===== src/rtl/counter_pkg.sv =====
// counter_pkg: shared types and encodings for sync_multimode_counter.
//   mode_e  - overflow behaviour selected by the 2-bit mode input
//   state_e - one-shot state machine states
package counter_pkg;

    typedef enum logic [1:0] {
        MODE_WRAP     = 2'b00,
        MODE_SATURATE = 2'b01,
        MODE_ONESHOT  = 2'b10,
        MODE_RSVD     = 2'b11   // decoded as WRAP
    } mode_e;

    typedef enum logic {
        ST_RUN  = 1'b0,
        ST_DONE = 1'b1
    } state_e;

    localparam logic [1:0] MODE_WRAP_ENC     = 2'b00;
    localparam logic [1:0] MODE_SATURATE_ENC = 2'b01;
    localparam logic [1:0] MODE_ONESHOT_ENC  = 2'b10;
    localparam logic [1:0] MODE_RSVD_ENC     = 2'b11;

endpackage


===== src/rtl/updown_step_calc.sv =====
// updown_step_calc: combinational next-count computation for one enabled
// update of an in-range count (count <= limit).
//   count, step, limit, up, mode -> next_count, boundary_hit
//   boundary_hit: the update wrapped, landed on, or was clamped at the
//   terminal value (limit going up, 0 going down).
import counter_pkg::*;

module updown_step_calc #(
    parameter int WIDTH  = 8,
    parameter int STEP_W = 4
) (
    input  logic [WIDTH-1:0]  count,
    input  logic [STEP_W-1:0] step,
    input  logic [WIDTH-1:0]  limit,
    input  logic              up,
    input  logic [1:0]        mode,
    output logic [WIDTH-1:0]  next_count,
    output logic              boundary_hit
);

    // Two guard bits: count + M (down wrap) must not overflow.
    localparam int XW = WIDTH + 2;

    logic [XW-1:0] cnt_x, stp_x, lim_x, mod_x, stp_m, sum_x;
    mode_e         md;
    logic          is_wrap, is_sat;

    always_comb begin
        cnt_x        = XW'(count);
        stp_x        = XW'(step);
        lim_x        = XW'(limit);
        mod_x        = lim_x + XW'(1);
        stp_m        = stp_x % mod_x;      // only meaningful for WRAP
        sum_x        = cnt_x + stp_x;
        md           = mode_e'(mode);
        is_sat       = (md == MODE_SATURATE);
        is_wrap      = (md == MODE_WRAP) || (md == MODE_RSVD);
        next_count   = count;
        boundary_hit = 1'b0;

        if (stp_x == '0) begin
            // step 0 holds the count and never reports a boundary
            next_count   = count;
            boundary_hit = 1'b0;
        end else if (up) begin
            if (sum_x <= lim_x) begin
                next_count   = WIDTH'(sum_x);
                boundary_hit = (sum_x == lim_x);
            end else if (is_wrap) begin
                next_count   = WIDTH'((cnt_x + stp_m) % mod_x);
                boundary_hit = 1'b1;
            end else begin
                next_count   = limit;
                // A saturated counter already parked at limit does not
                // re-fire; a zero-width range fires on every update.
                boundary_hit = !is_sat || (cnt_x != lim_x) || (lim_x == '0);
            end
        end else begin
            if (cnt_x >= stp_x) begin
                next_count   = WIDTH'(cnt_x - stp_x);
                boundary_hit = (cnt_x == stp_x);
            end else if (is_wrap) begin
                next_count   = WIDTH'((cnt_x + mod_x - stp_m) % mod_x);
                boundary_hit = 1'b1;
            end else begin
                next_count   = '0;
                boundary_hit = !is_sat || (cnt_x != '0) || (lim_x == '0);
            end
        end
    end

endmodule


===== src/rtl/sync_multimode_counter.sv =====
// sync_multimode_counter: up/down counter with run-time limit, step size
// and WRAP / SATURATE / ONESHOT overflow modes.
//   clk, rst (sync, active high)
//   enable, up, load, load_val, step, limit, mode : controls
//   count  : current count (0..limit)
//   at_max : count == limit, at_min : count == 0 (registered)
//   tc     : one-cycle terminal-count pulse
//   done   : one-shot has completed (cleared by load or rst)
import counter_pkg::*;

module sync_multimode_counter #(
    parameter int WIDTH  = 8,
    parameter int STEP_W = 4
) (
    input  logic              clk,
    input  logic              rst,
    input  logic              enable,
    input  logic              up,
    input  logic              load,
    input  logic [WIDTH-1:0]  load_val,
    input  logic [STEP_W-1:0] step,
    input  logic [WIDTH-1:0]  limit,
    input  logic [1:0]        mode,
    output logic [WIDTH-1:0]  count,
    output logic              at_max,
    output logic              at_min,
    output logic              tc,
    output logic              done
);

    logic [WIDTH-1:0] count_q, count_d;
    logic             at_max_q, at_max_d;
    logic             at_min_q, at_min_d;
    logic             tc_q, tc_d;
    state_e           state_q, state_d;

    logic [WIDTH-1:0] calc_next;
    logic             calc_hit;

    updown_step_calc #(
        .WIDTH  (WIDTH),
        .STEP_W (STEP_W)
    ) u_calc (
        .count        (count_q),
        .step         (step),
        .limit        (limit),
        .up           (up),
        .mode         (mode),
        .next_count   (calc_next),
        .boundary_hit (calc_hit)
    );

    always_comb begin
        count_d = count_q;
        state_d = state_q;
        tc_d    = 1'b0;

        if (load) begin
            count_d = (load_val > limit) ? limit : load_val;
            state_d = ST_RUN;
        end else if (enable && (state_q == ST_RUN)) begin
            if (count_q > limit) begin
                // limit was lowered under us: pull back into range silently
                count_d = limit;
            end else begin
                count_d = calc_next;
                tc_d    = calc_hit;
                if (calc_hit && (mode == MODE_ONESHOT_ENC))
                    state_d = ST_DONE;
            end
        end

        // Flags come from the value being registered so they align with count.
        at_max_d = (count_d == limit);
        at_min_d = (count_d == '0);
    end

    always_ff @(posedge clk) begin
        if (rst) begin
            count_q  <= '0;
            state_q  <= ST_RUN;
            tc_q     <= 1'b0;
            at_min_q <= 1'b1;
            at_max_q <= (limit == '0);
        end else begin
            count_q  <= count_d;
            state_q  <= state_d;
            tc_q     <= tc_d;
            at_min_q <= at_min_d;
            at_max_q <= at_max_d;
        end
    end

    assign count  = count_q;
    assign at_max = at_max_q;
    assign at_min = at_min_q;
    assign tc     = tc_q;
    assign done   = (state_q == ST_DONE);

endmodule


===== config.mk =====
export PLATFORM = sky130hd
export DESIGN_NAME = sync_multimode_counter
export DESIGN_NICKNAME = d
export VERILOG_FILES = /design/src/rtl/counter_pkg.sv /design/src/rtl/updown_step_calc.sv /design/src/rtl/sync_multimode_counter.sv
export SDC_FILE = /design/constraint.sdc
export NUM_CORES = 1
export LEC_CHECK = 0
export CAP_MARGIN = 20
export CORE_MARGIN = 3
export CORE_UTILIZATION = 42
export CTS_CLUSTER_SIZE = 12
export DETAILED_ROUTE_END_ITERATION = 10
export PLACE_DENSITY = 0.59
export SLEW_MARGIN = 20
export SYNTH_ARGS = -nofsm -noshare
export SYNTH_HDL_FRONTEND = slang
export SYNTH_SLANG_ARGS = --single-unit

===== constraint.sdc =====
create_clock -name clk -period 100.6 [get_ports clk]
set_input_delay 20.12 -clock clk [delete_from_list [all_inputs] [get_ports clk]]
set_output_delay 20.12 -clock clk [all_outputs]
set_load 0.1 [all_outputs]

==> metrics list <==
- Overflow left after global routing: 0
- Summing all flip-flop and latch instances after layout gives around 240 sq um.
- Number of violations of the max-capacitance limit: 0
- Count of state elements after synthesis: 12
- The number of global-route vias before repair came to approximately 12000.
- Fraction of final layout cells sized beyond drive strength 1: slightly below 8%
* CTS Root Buffer Type: sky130_fd_sc_hd__clkbuf_16
- After clock tree synthesis, the clock-pin slew on the worst setup and hold paths is around 40 ps.
* Maximum count of clock buffers along a single path: 2
- Setup repair after global routing left no endpoint under its margin.
- Cts hold-fix bufs: 0
- Starting DRC count in detailed routing: roughly 990
* Full die area: about 0.030 sq mm
* Fraction of synthesized cell area taken by the top area cell type: around a quarter
- Entering global routing, the biggest net connects roughly 40 pins.
- Post-synth EDFFs: 0
- Average wire per standard cell: 19.6 um
- By area the synthesized netlist is led by sky130_fd_sc_hd__ha_1 24%, sky130_fd_sc_hd__o21a_1 5.1%, sky130_fd_sc_hd__nor2_1 4.9%.
- The run finished with clean final reports.
- # IOs: 39
* Placer Congestion: 0.991
- On the critical path the largest part of the delay comes from compound AO/OA/AOI/OAI gates.
- On the worst path, the slowest cell contributes a delay of roughly 850 ps.
- STA puts the critical path data required time at around 100000 ps.
- Most area-hungry cell type in the Yosys netlist: sky130_fd_sc_hd__ha_1
* Clock tree from TritonCTS: yes
* Syn Area/Cell: approximately 7.4 sq um
- The clock reaches the later pin of the worst-skew pair after around 240 ps.
- Type of the tightest min-delay check: flip-flop to flip-flop
- Final net count: ~1900
- In this run the worst path has a maximum fanout of 15.
- The floorplan step set the die width to 174 um.
- Antenna violations before repair: 0
- Slew @ Worst Pin: approximately 1000 ps
* Antenna-violating nets left: 0
* Final setup TNS: 0 ps
* Sum of buffers and inverters on the critical path: 5
- Area used by multi-input combinational logic: about 0.011 sq mm
- Synthesis Warnings: 0
- The number of antenna diodes in the final layout is 0.
- STA puts the critical path data arrival time at 59060 ps.
- In the synthesized netlist the dominant register cell turns out to be sky130_fd_sc_hd__dfxtp_1.
* DP HPWL: between 30000 and 40000 um
- Once the clock tree was built, the setup fixing pass inserted 0 buffers.
- Relative slew margins: a little under a third
* Initial cell density of the core: a little over two fifths
* Achievable clock frequency: roughly 17 MHz
* Share of synthesized registers carrying an async set or reset: 0%
* Number of buffers created by CTS: 3
- Setup crit end kind: flip-flop
- Across all layers, the routed design uses about 12000 vias.
* Synth unique cells: ~100
- The final layout contains routed wiring with a total length of between 30000 and 40000 um.
* Number of inserted filler cells in the final layout: ~2800
- After detailed routing, the number of vias per cell comes to about 6.1.
- Clock Sinks: 12
- The setup check on the worst reg-to-reg path leaves a slack of 78260 ps.
- Final critical-path share of the clock period: ~59%
- CTS built an H-tree with a depth of 1.
- Time the worst path needs with I/O delays and setup: between 50000 and 60000 ps
- The first global-routing pass estimated between 60000 and 70000 um of wire.
- Cell area after synthesis: 0.0119 sq mm
- Row generation in the floorplan step produced 60 rows.
- Crit start category: input port
- From synthesis to final layout, the design area changed by 8.09%.
- DRC: 0
* Most common library cells after synthesis: 225 x sky130_fd_sc_hd__ha_1, 155 x sky130_fd_sc_hd__nor2_1, 105 x sky130_fd_sc_hd__inv_1
- Between clock sinks in the finished design, the worst skew comes to about 0.62 ps.
- Most numerous cell in the Yosys netlist: sky130_fd_sc_hd__ha_1
* Number of I/O port buffers: 38
* Core Box Area: approximately 0.027 sq mm
- Count of final max-slew check failures: 0
- Number of endpoints with negative hold slack in the final report: 0
- Dominant cell type by count on the critical path: sky130_fd_sc_hd__ha_1
- For this run, the detailed router's first-pass iteration total came to 6.
* Number of cells produced by synthesis: 1618
- Post-cts gate resize count: 0
- Critical path start-end classification: input port to flip-flop
- Among all stages on the critical path, the largest delay is contributed by sky130_fd_sc_hd__a21oi_1.
- Number of setup violations in the final report: 0
* Die extent in y: around 170 um
- Across every metal layer, demand over resource in global routing totals 25.0%.
- Sequential area share after synthesis: between 2 and 2.5%
-- cell usage in the layout (no fill, tap or decap), types with 18 or more instances in the layout --
| cell type | Yosys | layout |
|---|---|---|
| sky130_fd_sc_hd__a211oi_1 | 19 | 19 |
| sky130_fd_sc_hd__a21o_1 | 38 | 38 |
| sky130_fd_sc_hd__a21oi_1 | 100 | 100 |
| sky130_fd_sc_hd__buf_4 | 5 | 19 |
| sky130_fd_sc_hd__clkdlybuf4s50_1 | 0 | 37 |
| sky130_fd_sc_hd__ha_1 | 225 | 225 |
| sky130_fd_sc_hd__inv_1 | 105 | 105 |
| sky130_fd_sc_hd__mux2_2 | 49 | 49 |
| sky130_fd_sc_hd__mux2i_1 | 27 | 27 |
| sky130_fd_sc_hd__nand2_1 | 104 | 104 |
| sky130_fd_sc_hd__nand3_1 | 27 | 27 |
| sky130_fd_sc_hd__nand4_1 | 24 | 24 |
| sky130_fd_sc_hd__nor2_1 | 155 | 155 |
| sky130_fd_sc_hd__nor2b_1 | 34 | 34 |
| sky130_fd_sc_hd__nor3_1 | 78 | 78 |
| sky130_fd_sc_hd__o211ai_1 | 20 | 20 |
| sky130_fd_sc_hd__o21a_1 | 81 | 81 |
| sky130_fd_sc_hd__o21ai_0 | 95 | 95 |
| sky130_fd_sc_hd__o21bai_1 | 18 | 18 |
| sky130_fd_sc_hd__xnor2_1 | 56 | 53 |
| sky130_fd_sc_hd__xor2_1 | 27 | 27 |
-- final timing paths --
kind                                          start                end  cells past startpoint
worst min-delay path              done$_SDFFE_PP0P_  done$_SDFFE_PP0P_                      1
worst max-delay path                       limit[1]     at_max$_DFF_P_                    149
worst min register to register    done$_SDFFE_PP0P_  done$_SDFFE_PP0P_                      1
worst max register to register  count[1]$_SDFF_PP0_     at_max$_DFF_P_                     85
-- cell families (layout without fill, tap and decap cells) --
| logic type | count (synthesis) | in the layout | share of synthesized area, % |
|---|---|---|---|
| compound gates | 524 | 524 | 31.0 |
| xor+xnor | 84 | 84 | 6.24 |
| fa+ha+maj | 239 | 239 | 26.0 |
| buf+inv | 141 | 168 | 4.68 |
| flops | 12 | 12 | 2.02 |
| mux | 77 | 77 | 7.09 |
| other cells | 1 | 6 | 0.0315 |
| simple gates | 540 | 540 | 23.0 |
-- sequential cells by signal, summed over array words and instances, names as in the netlist --
signal and count:
tc 1, count 8, at_max 1, done 1, at_min 1
-- layer usage --
layer  wire, um  GRT usage (%)  share of wire, %  up-vias
met1      18900           34.3                48     5809
met5          0              0                 0        -
li1           -              -                 -     6149
met4       1100           6.37               2.8        0
met2      17700           42.2                45      326
met3       1940           2.14               4.9       70
-- through the flow --
step	instance area, sq um	hold WS (ps)	instances	setup slack (ps)	util (%)
after floorplan	11900	1060	1623	47110	-
after CTS	12900	560	2022	42060	47.0
after global routing	12900	572	2022	38360	47.0
after detailed placement	12800	545	2018	41920	46.6
final	12900	555	2022	41680	47.0
after global placement	12800	540	2018	43090	46.6
-- area by class of cell --
class	count	share of cell area, %
repair buffers	57	4.03
multi-input cells	1470	86.7
inverters	107	3.12
flip-flops and latches	12	1.87
clock buffers	4	0.690
well taps	372	3.62
Power is left out: the tool's default activity adds up to more than one toggle a clock period on the data nets, which glitch-free logic cannot reach.
